### src/rtl/bloom_req_seq_if.sv
// rtl/bloom_req_seq_if.sv - request, response and Bloom filter strobe bundle for bloom_req_seq
//
// Purpose : groups the request queue handshake, the response handshake and
//           the downstream filter strobes/result into one bundle.
// Signals : req_valid/req_ready/req_op/req_data  request channel
//           rsp_valid/rsp_ready/rsp_op/rsp_match/rsp_err  response channel
//           bf_data/bf_insert/bf_check/bf_reset/bf_match  filter stage
//           ins_count  inserts since last clear/reset
// Modports: slave  = sequencer side, master = requester/filter side

interface bloom_req_seq_if #(
    parameter int D_SIZE = 8
);
    logic              req_valid;
    logic              req_ready;
    logic [1:0]        req_op;
    logic [D_SIZE:0]   req_data;

    logic [D_SIZE:0]   bf_data;
    logic              bf_insert;
    logic              bf_check;
    logic              bf_reset;
    logic              bf_match;

    logic              rsp_valid;
    logic              rsp_ready;
    logic [1:0]        rsp_op;
    logic              rsp_match;
    logic              rsp_err;

    logic [15:0]       ins_count;

    modport slave (
        input  req_valid, req_op, req_data, bf_match, rsp_ready,
        output req_ready, bf_data, bf_insert, bf_check, bf_reset,
               rsp_valid, rsp_op, rsp_match, rsp_err, ins_count
    );

    modport master (
        output req_valid, req_op, req_data, bf_match, rsp_ready,
        input  req_ready, bf_data, bf_insert, bf_check, bf_reset,
               rsp_valid, rsp_op, rsp_match, rsp_err, ins_count
    );
endinterface

### src/rtl/bloom_req_seq.sv
// rtl/bloom_req_seq.sv - in-order request sequencer driving a Bloom filter stage
//
// Purpose : queues insert/check/clear requests in a DEPTH-entry FIFO and
//           executes them one at a time against a downstream Bloom filter,
//           returning one response per request in FIFO order.
// Ports   : clk    single clock, rising edge
//           reset  synchronous active-low reset
//           bus    bloom_req_seq_if.slave (request, response, filter signals)
// Params  : D_SIZE (key width D_SIZE+1), DEPTH (power of two, >=2),
//           MATCH_LAT (cycles from bf_check to bf_match sample, >=1)

module bloom_req_seq #(
    parameter int D_SIZE    = 8,
    parameter int DEPTH     = 4,
    parameter int MATCH_LAT = 2
) (
    input  logic               clk,
    input  logic               reset,
    bloom_req_seq_if.slave     bus
);
    localparam int AW  = $clog2(DEPTH);
    localparam int WCW = (MATCH_LAT > 2) ? $clog2(MATCH_LAT) : 1;
    // Index of the last WAIT cycle; unused when MATCH_LAT == 1
    localparam logic [WCW-1:0] W_LAST = (MATCH_LAT > 1) ? WCW'(MATCH_LAT - 2) : '0;

    localparam logic [1:0] OP_INS = 2'b00;
    localparam logic [1:0] OP_CHK = 2'b01;
    localparam logic [1:0] OP_CLR = 2'b10;
    localparam logic [1:0] OP_RSV = 2'b11;

    typedef enum logic [1:0] {
        S_IDLE  = 2'd0,
        S_ISSUE = 2'd1,
        S_WAIT  = 2'd2,
        S_RESP  = 2'd3
    } state_t;

    state_t          r_state;
    state_t          w_next;

    logic [1:0]      r_op_mem   [DEPTH];
    logic [D_SIZE:0] r_data_mem [DEPTH];
    logic [AW-1:0]   r_wptr;
    logic [AW-1:0]   r_rptr;
    logic [AW:0]     r_count;

    logic [1:0]      r_op;
    logic [D_SIZE:0] r_data;
    logic            r_match;
    logic [WCW-1:0]  r_wcnt;
    logic [15:0]     r_ins_count;

    logic            w_full;
    logic            w_empty;
    logic            w_push;
    logic            w_pop;
    logic            w_ins;
    logic            w_chk;
    logic            w_rst;
    logic            w_sample;
    logic [D_SIZE:0] w_bf_data;
    logic            w_rsp_valid;

    assign w_full  = (r_count == (AW+1)'(DEPTH));
    assign w_empty = (r_count == '0);
    assign w_push  = bus.req_valid && !w_full;
    // Only IDLE pulls from the FIFO, which keeps exactly one request in flight
    assign w_pop   = (r_state == S_IDLE) && !w_empty;

    // Request FIFO; ready is derived from the registered count so a pop
    // only frees a slot from the following cycle on
    always_ff @(posedge clk) begin
        if (!reset) begin
            r_wptr  <= '0;
            r_rptr  <= '0;
            r_count <= '0;
        end else begin
            if (w_push) begin
                r_op_mem[r_wptr]   <= bus.req_op;
                r_data_mem[r_wptr] <= bus.req_data;
                r_wptr             <= r_wptr + 1'b1;
            end
            if (w_pop) begin
                r_rptr <= r_rptr + 1'b1;
            end
            case ({w_push, w_pop})
                2'b10:   r_count <= r_count + 1'b1;
                2'b01:   r_count <= r_count - 1'b1;
                default: r_count <= r_count;
            endcase
        end
    end

    always_ff @(posedge clk) begin
        if (!reset) begin
            r_state <= S_IDLE;
        end else begin
            r_state <= w_next;
        end
    end

    always_comb begin
        w_next    = r_state;
        w_ins     = 1'b0;
        w_chk     = 1'b0;
        w_rst     = 1'b0;
        w_sample  = 1'b0;
        w_bf_data = '0;
        case (r_state)
            S_IDLE: begin
                if (!w_empty) begin
                    w_next = S_ISSUE;
                end
            end
            S_ISSUE: begin
                case (r_op)
                    OP_INS: begin
                        w_ins     = 1'b1;
                        w_bf_data = r_data;
                    end
                    OP_CHK: begin
                        w_chk     = 1'b1;
                        w_bf_data = r_data;
                    end
                    OP_CLR:  w_rst = 1'b1;
                    default: ;
                endcase
                if (r_op == OP_CHK && MATCH_LAT > 1) begin
                    w_next = S_WAIT;
                end else begin
                    w_next = S_RESP;
                    // With a one-cycle filter the result is taken at the ISSUE edge
                    if (r_op == OP_CHK) begin
                        w_sample = 1'b1;
                    end
                end
            end
            S_WAIT: begin
                w_bf_data = r_data;
                if (r_wcnt == W_LAST) begin
                    w_sample = 1'b1;
                    w_next   = S_RESP;
                end
            end
            S_RESP: begin
                if (bus.rsp_ready) begin
                    w_next = S_IDLE;
                end
            end
            default: w_next = S_IDLE;
        endcase
    end

    // Holding register, match capture, wait counter and insert counter
    always_ff @(posedge clk) begin
        if (!reset) begin
            r_op        <= '0;
            r_data      <= '0;
            r_match     <= 1'b0;
            r_wcnt      <= '0;
            r_ins_count <= '0;
        end else begin
            if (w_pop) begin
                r_op   <= r_op_mem[r_rptr];
                r_data <= r_data_mem[r_rptr];
            end
            if (w_sample) begin
                r_match <= bus.bf_match;
            end else if (r_state == S_ISSUE) begin
                r_match <= 1'b0;
            end
            if (r_state == S_ISSUE) begin
                r_wcnt <= '0;
            end else if (r_state == S_WAIT) begin
                r_wcnt <= r_wcnt + 1'b1;
            end
            if (w_rst) begin
                r_ins_count <= '0;
            end else if (w_ins && r_ins_count != 16'hFFFF) begin
                r_ins_count <= r_ins_count + 16'd1;
            end
        end
    end

    assign w_rsp_valid   = (r_state == S_RESP);

    assign bus.req_ready = !w_full;
    assign bus.bf_data   = w_bf_data;
    assign bus.bf_insert = w_ins;
    assign bus.bf_check  = w_chk;
    assign bus.bf_reset  = w_rst;
    assign bus.rsp_valid = w_rsp_valid;
    assign bus.rsp_op    = w_rsp_valid ? r_op : 2'b00;
    assign bus.rsp_match = w_rsp_valid && r_match;
    assign bus.rsp_err   = w_rsp_valid && (r_op == OP_RSV);
    assign bus.ins_count = r_ins_count;
endmodule

### src/flat_wrapper.sv
// flat-port wrapper written by rule: the top's interface ports become plain ports
module bloom_req_seq_flat 
#(
    parameter int D_SIZE    = 8,
    parameter int DEPTH     = 4,
    parameter int MATCH_LAT = 2
)
  (clk, reset, bus_req_valid, bus_req_op, bus_req_data, bus_bf_match, bus_rsp_ready, bus_req_ready, bus_bf_data, bus_bf_insert, bus_bf_check, bus_bf_reset, bus_rsp_valid, bus_rsp_op, bus_rsp_match, bus_rsp_err, bus_ins_count);
  bloom_req_seq_if #(.D_SIZE(D_SIZE)) bus_i ();
  input  logic clk;
  input  logic reset;
  input wire logic [$bits(bus_i.req_valid)-1:0] bus_req_valid;
  input wire logic [$bits(bus_i.req_op)-1:0] bus_req_op;
  input wire logic [$bits(bus_i.req_data)-1:0] bus_req_data;
  input wire logic [$bits(bus_i.bf_match)-1:0] bus_bf_match;
  input wire logic [$bits(bus_i.rsp_ready)-1:0] bus_rsp_ready;
  output wire logic [$bits(bus_i.req_ready)-1:0] bus_req_ready;
  output wire logic [$bits(bus_i.bf_data)-1:0] bus_bf_data;
  output wire logic [$bits(bus_i.bf_insert)-1:0] bus_bf_insert;
  output wire logic [$bits(bus_i.bf_check)-1:0] bus_bf_check;
  output wire logic [$bits(bus_i.bf_reset)-1:0] bus_bf_reset;
  output wire logic [$bits(bus_i.rsp_valid)-1:0] bus_rsp_valid;
  output wire logic [$bits(bus_i.rsp_op)-1:0] bus_rsp_op;
  output wire logic [$bits(bus_i.rsp_match)-1:0] bus_rsp_match;
  output wire logic [$bits(bus_i.rsp_err)-1:0] bus_rsp_err;
  output wire logic [$bits(bus_i.ins_count)-1:0] bus_ins_count;
  assign bus_i.req_valid = bus_req_valid;
  assign bus_i.req_op = bus_req_op;
  assign bus_i.req_data = bus_req_data;
  assign bus_i.bf_match = bus_bf_match;
  assign bus_i.rsp_ready = bus_rsp_ready;
  assign bus_req_ready = bus_i.req_ready;
  assign bus_bf_data = bus_i.bf_data;
  assign bus_bf_insert = bus_i.bf_insert;
  assign bus_bf_check = bus_i.bf_check;
  assign bus_bf_reset = bus_i.bf_reset;
  assign bus_rsp_valid = bus_i.rsp_valid;
  assign bus_rsp_op = bus_i.rsp_op;
  assign bus_rsp_match = bus_i.rsp_match;
  assign bus_rsp_err = bus_i.rsp_err;
  assign bus_ins_count = bus_i.ins_count;
  bloom_req_seq #(.D_SIZE(D_SIZE), .DEPTH(DEPTH), .MATCH_LAT(MATCH_LAT)) u_core (.clk(clk), .reset(reset), .bus(bus_i));
endmodule
### config.mk
export PLATFORM = sky130hd
export DESIGN_NAME = bloom_req_seq_flat
export DESIGN_NICKNAME = d
export VERILOG_FILES = /design/src/rtl/bloom_req_seq_if.sv /design/src/rtl/bloom_req_seq.sv /design/src/flat_wrapper.sv
export SDC_FILE = /design/constraint.sdc
export NUM_CORES = 1
export LEC_CHECK = 0
export ABC_AREA = 1
export CAP_MARGIN = 15
export CORE_UTILIZATION = 59
export DETAILED_ROUTE_END_ITERATION = 8
export PLACE_DENSITY = 0.94
export SLEW_MARGIN = 20
export SYNTH_ARGS = -nofsm -noshare
export SYNTH_HDL_FRONTEND = slang
export SYNTH_SLANG_ARGS = --single-unit
### constraint.sdc
create_clock -name clk -period 4.4 [get_ports clk]
set_clock_uncertainty 0.1 [all_clocks]
set_input_delay 0.44 -clock clk [delete_from_list [all_inputs] [get_ports clk]]
set_output_delay 0.44 -clock clk [all_outputs]
set_load 0.03 [all_outputs]
## Word-level counts from Yosys, hierarchy flattened

Memories as Yosys holds them, arrays and structs flattened. A register that Yosys moved wholly into a read port is not among the register bits.
Index checks and enable logic that the tools add are counted.

- Muxes and demuxes: 22
- $mul: 0
- Shift operators: 0
- Divide/modulo/power cells: 0
- $add $sub $neg: 6
- Equal/unequal tests: 13
- Bitwise logic cells: 1
- Order comparisons: 0
- Reductions and logical operators: 18

Operators by type and width:

| kind | number |
|---|---|
| case mux 9 bit (2 select lines) | 1 |
| adder 16 x 1 -> 16 bit, second input constant | 1 |
| != test 16 bit, second input constant | 1 |
| 2-to-1 mux 1 bit | 14 |
| equality test 2 bit, second input constant | 5 |
| 2-to-1 mux 9 bit | 1 |
| 2-to-1 mux 2 bit | 4 |
| case mux 2 bit (4 select lines) | 1 |
| equality test 2 x 1 -> 1 bit, second input constant | 3 |
| != test 2 bit, second input constant | 3 |
| case mux 3 bit (2 select lines) | 1 |
| OR reduction 2 bit | 3 |
| logical AND 1 bit | 5 |
| adder 2 x 1 -> 2 bit, second input constant | 2 |
| logical NOT 1 bit | 4 |
| logical NOT 2 bit | 2 |
| nonzero test 2 bit | 2 |
| adder 3 x 1 -> 3 bit, second input constant | 1 |
| equality test 3 bit, second input constant | 1 |
| logical NOT 3 bit | 1 |
| AND reduction 3 bit | 1 |
| subtractor 3 x 1 -> 3 bit, second input constant | 1 |
| adder 1 bit, second input constant | 1 |
| NOT 1 bit | 1 |

- Bits in read-only memories: 0
- Word-level logic and storage cells: 69
- Memories kept: 2
- Latch bits: 0
- Bits in writable memories: 44
- Register bits: 27
- Output and inout bits: 34
- Bits of input ports: 16

Memory list:

| name | depth | width | read ports | clocked after Yosys merged registers in | write ports | RTL line | RTL |
|---|---|---|---|---|---|---|---|
| u_core.r_data_mem | 4 | 9 | 1 | 1 | 1 | bloom_req_seq.sv:42 | `logic [D_SIZE:0] r_data_mem [DEPTH];` |
| u_core.r_op_mem | 4 | 2 | 1 | 1 | 1 | bloom_req_seq.sv:41 | `logic [1:0] r_op_mem [DEPTH];` |

## Depth between registers and ports, before layout

- Word-level depth: 6
- Mapped depth: 12
- Mapped depth without buffers: 11

## Worst setup path after synthesis

OpenSTA, ideal clock, no wires.

- Kind: flip-flop to flip-flop
- From: reg u_core.r_count[0]
- To: reg u_core.r_count[2]
- Setup time: 0.122 ns
- Period minus slack after synthesis: 2.168 ns
- Path slack: 2.232 ns
- Buffers on the path: 0
- Arrival: 1.946 ns
- Required time: 4.178 ns
- Cell stages (with the launch flop): 11
- Cells stage by stage: dfxtp_1 -> inv_1 -> nand3_1 -> nand2_1 -> ha_1 -> inv_1 -> fa_1 -> a21oi_1 -> o21ai_0 -> o21ai_0 -> a21oi_1

- Cells in the longest elaborated chain, start to end: 5
- Elaborated cells on any way between the ends: 12
- Those cells by class: add/sub: 2; eq/ne: 3; mux: 1; reduce/logical: 6

RTL lines:

| element | RTL line | RTL |
|---|---|---|
| start: declaration | bloom_req_seq.sv:45 | `logic [AW:0] r_count;` |
| start signal: assignment | bloom_req_seq.sv:87 | `2'b10: r_count <= r_count + 1'b1;` |
| start signal: assignment | bloom_req_seq.sv:88 | `2'b01: r_count <= r_count - 1'b1;` |
| start signal: assignment | bloom_req_seq.sv:89 | `default: r_count <= r_count;` |
| equality test 3 bit (*) | bloom_req_seq.sv:64 | `assign w_full = (r_count == (AW+1)'(DEPTH));` |
| logical NOT 1 bit (*) | - |  |
| via bus_req_ready | flat_wrapper.sv:17 | `output wire logic [$bits(bus_i.req_ready)-1:0] bus_req_ready;` |
| logical AND 1 bit (*) | bloom_req_seq.sv:66 | `assign w_push = bus.req_valid && !w_full;` |
| equality test 2 x 1 -> 1 bit or equality test 2 bit (tied branches) | bloom_req_seq.sv:86 | `case ({w_push, w_pop})` |
| case mux 3 bit (2 select lines) or nonzero test 2 bit (tied branches) | - |  |

The timed path passes the listed nets; every way through them passes the cells marked *.
A chain may end at the register's enable or synchronous reset.

## Final worst setup path

- From: reg u_core.r_state[1]
- To: out bus_bf_data[6]

- Cells in the longest elaborated chain, start to end: 2
- Elaborated cells on any way between the ends: 3
- Those cells by class: eq/ne: 2; mux: 1

RTL lines:

| element | RTL line | RTL |
|---|---|---|
| start: declaration | bloom_req_seq.sv:38 | `state_t r_state;` |
| start signal: assignment | bloom_req_seq.sv:98 | `r_state <= w_next;` |
| equality test 2 bit or equality test 2 x 1 -> 1 bit (tied branches) | bloom_req_seq.sv:109 | `case (r_state)` |
| case mux 9 bit (2 select lines) (*) | bloom_req_seq.sv:109 |  |
| end: declaration | flat_wrapper.sv:18 | `output wire logic [$bits(bus_i.bf_data)-1:0] bus_bf_data;` |

Every way passes the cells marked *; elsewhere a longest branch is shown, timed or not.

==> out/metrics.yaml <==
worst-r2r-cell-count: 11
crit_path_cell_trace: "inv_1 -> ha_1 -> nand2_1 -> inv_1 -> o21ai_2 -> nor2_1 -> clkdlybuf4s50_1"
netlist_top_cells_area: "sky130_fd_sc_hd__edfxtp_1 (34%), sky130_fd_sc_hd__dfxtp_1 (20%), sky130_fd_sc_hd__nor2_1 (8.8%)"
postCtsSetupRepairBufs: 0
die_height_um: 83.2
detailedPlacementHpwl_um: 5860
synth-edff-count: 44
slew_viol_final: 0
worst_hold_path_endpoint: "u_core.r_match"
postCtsHoldBufs: 0
fraction_of_post_synthesis_cell_area_in_the_top_cell_type_by_area_pct: 33.9
power.ir.vdd_worst_uv: 380
final_routed_drc_violation_total: 0
setup.worst_path.start_class: "flop"
dp_slack_ns: 1.63
synthArstFlopShare_pct: 0
routed_via_density: 5.45
area_delta_synth_final_pct: 18.9
syn_inst: 445
design.portCount: 50
worst_path_fanout_max: 9
most_used_flip_flop_cell_after_synthesis: "sky130_fd_sc_hd__edfxtp_1"
post-synth-top-count-cell: "sky130_fd_sc_hd__nor2_1"
r2r-end: "u_core.r_count[2]"
synth_warnings: 0
synth-seq-cells: 82
grt_max_degree: 25
dr.first_iter.drc_count: 250
report.final.hold_viol_count: 0
tritoncts.num_buffers: 9
postRouteWirelength_um: 8270
groute.usage.overall_pct: 25.3
xor_xnor_portion_of_the_synthesized_cell_area_pct: 0.675
synthAdderAreaFrac_pct: 4.05
layout-drive-gt1-share_pct: 9.42
synthesis.area_um2: 3890
cp.buffers_inverters: 3
grt_pass1_wl_um: 13600
fin_nets: 522
clock_sink_count: 82
globalRouteOverflowTotal: 0
antenna_cells: 0
finalCritPeriodShare_pct: 67.6
gpl.final_weighted_congestion: 0.900
max_slew.worst_pin.slew_ns: 0.877
rsz0062_at_grt: "no"
syn-num-nets: 473
synth_top_family_by_area: "simple AND/OR/NAND/NOR gates"
synthDistinctLibCells: 31
timing.slew.headroom_pct: 41.3
hold_start: "u_core.r_match"
die_area_um2: 6930
r2r_start: "u_core.r_state[1]"
tritoncts: "done"
outcome: "complete, no violations"
drt-wirelength-per-cell_um: 14.4
worstHoldPathCells: 2
initial_core_util_pct: 61.3
first_global_vias: 2940
floorplan.die.width_um: 83.2
htree_levels: 3
reg2reg_setup_slack_ns: 1.79
synth-seq-area-share_pct: 53.5
clk_lat_worst_skew_ns: 0.36
timing.critical_path.required_ns: 3.86
firstDrtPassIters: 5
via_count: 3138
setup.worst_path.end_class: "primary output"
timing.final.ws_setup_ns: 1.42
clkTransAtPathRegs_ns: 0.08
cts_root_buf: "sky130_fd_sc_hd__clkbuf_8"
core_area_um2: 6350
layout_min_cycle_time_ns: 2.98
placement_rows: 29
synth_largest_area_cell: "sky130_fd_sc_hd__edfxtp_1"
share_of_synthesized_area_spent_on_multiplexers_pct: 0
max_freq_mhz: 336
timing.critical_path.max_delay_family: "buffers and inverters"
critPathKind: "reg2out"
initial_antenna_violation_count: 0
power_density_nw_per_um2: 499
worst_path_max_delay_cell: "sky130_fd_sc_hd__clkdlybuf4s50_1"
leakage_uw: 0.00169
area_fraction_in_compound_gates_after_synthesis_pct: 12.0
drt.antenna.violating_nets: 0
post_synth_simple_gate_area_pct: 22.5
timing.final.setup_violations: 0
worst_path_largest_cell_delay_ns: 0.62
synth_top_cells_by_count: "sky130_fd_sc_hd__nor2_1 (91), sky130_fd_sc_hd__nand2_1 (62), sky130_fd_sc_hd__inv_1 (55), sky130_fd_sc_hd__o21ai_0 (45), sky130_fd_sc_hd__edfxtp_1 (44)"
place.port_buffers: 49
max-clock-path-buffers: 2
cp.arrival_ns: 2.44
syn-mean-instance-area_um2: 8.75
cts_resized: 0
hp-class: "reg2reg"
max_cap_viol_count: 0
critical_path.most_common_cell: "sky130_fd_sc_hd__inv_1"
totalNegativeSetupSlack_ns: 0
-- cell families after synthesis --
kind of cell             Yosys count
AO/OA/AOI/OAI                     83
XOR/XNOR                           3
adder cells (fa/ha/maj)           12
buffers and inverters             71
flip-flops                        82
AND/OR/NAND/NOR                  194
-- per-layer routing --
layer	track usage, %	vias to the layer above	part of all wire (%)
met5	0	-	0
met4	9.09	0	2.1
met3	6.56	13	5.4
met2	44.0	113	52
met1	30.2	1457	41
li1	-	1555	-
-- report_power, final --
part           leakage, µW  switching [µW]  total, µW  internal [µW]
Combinational     0.000881             480        736            256
Clock            0.0000998             280        545            266
Sequential        0.000710             106       1030            924
-- placed cells by master, fill, tap and decap left out, drive strengths merged --
master / count
clkinv: 6
xor2: 1
nand4: 8
nor4: 1
o211ai: 1
nor3: 1
clkdlybuf4s50: 49
ha: 11
nand3b: 2
clkbuf: 9
xnor2: 2
nor2: 100
nand2: 69
edfxtp: 44
a21oi: 23
clkinvlp: 1
dfxtp: 38
inv: 59
bufinv: 1
nand3: 13
o21ai: 48
o22ai: 11
fa: 1
-- worst max-delay path by stage --
stage                      start                 endpoint  slack, ns  cells after the start
5_1_grt        u_core.r_state[1]           bus_bf_data[6]       1.31                      7
3_3_place_gp               reset  u_core.r_data_mem[3][6]       1.77                      3
3_5_place_dp               reset  u_core.r_data_mem[0][1]       1.63                      3
4_1_cts        u_core.r_state[1]           bus_bf_data[6]       1.43                      7
6_report       u_core.r_state[1]           bus_bf_data[6]       1.42                      7
2_1_floorplan  u_core.r_count[0]        u_core.r_count[2]       2.23                     10
-- metrics by stage --
| step | util, % | hold WS, ns | cell area (µm²) | cells | total power, µW |
|---|---|---|---|---|---|
| global placement | 69.7 | 0.360 | 4430 | 560 | 1740 |
| global route | 72.9 | 0.411 | 4630 | 576 | 2450 |
| floorplan | - | 0.343 | 3890 | 445 | 1580 |
| CTS | 72.9 | 0.375 | 4630 | 576 | 2310 |
| finish | 72.9 | 0.370 | 4630 | 576 | 2310 |
| detailed placement | 69.7 | 0.363 | 4430 | 560 | 1770 |
-- worst reg2reg max path, delay by kind of cell, from the launching register on --
family | cells | cell delay, ns
flops | 1 | 0.34
compound gates | 4 | 0.50
simple gates | 1 | 0.25
fa+ha+maj | 3 | 0.78
buf+inv | 3 | 0.54
-- flip-flops by register name, indices dropped and copies added (netlist names) --
signal,cells
u_core.r_match,1
u_core.r_data_mem,36
u_core.r_rptr,2
u_core.bus.ins_count,16
u_core.r_data,9
u_core.r_op_mem,8
u_core.r_wcnt,1
u_core.r_wptr,2
u_core.r_count,3
u_core.r_state,2
u_core.r_op,2
-- cell type report --
type / instances / area (µm²)
flip-flops and latches: 82 / 2080
clock inverters: 7 / 77.6
clock buffers: 9 / 124
repair buffers: 49 / 490
fillers: 447 / 1720
multi-input cells: 292 / 1520
inverters: 60 / 235
well taps: 77 / 96.3
No activity file was read; power rests on OpenSTA's default activity.
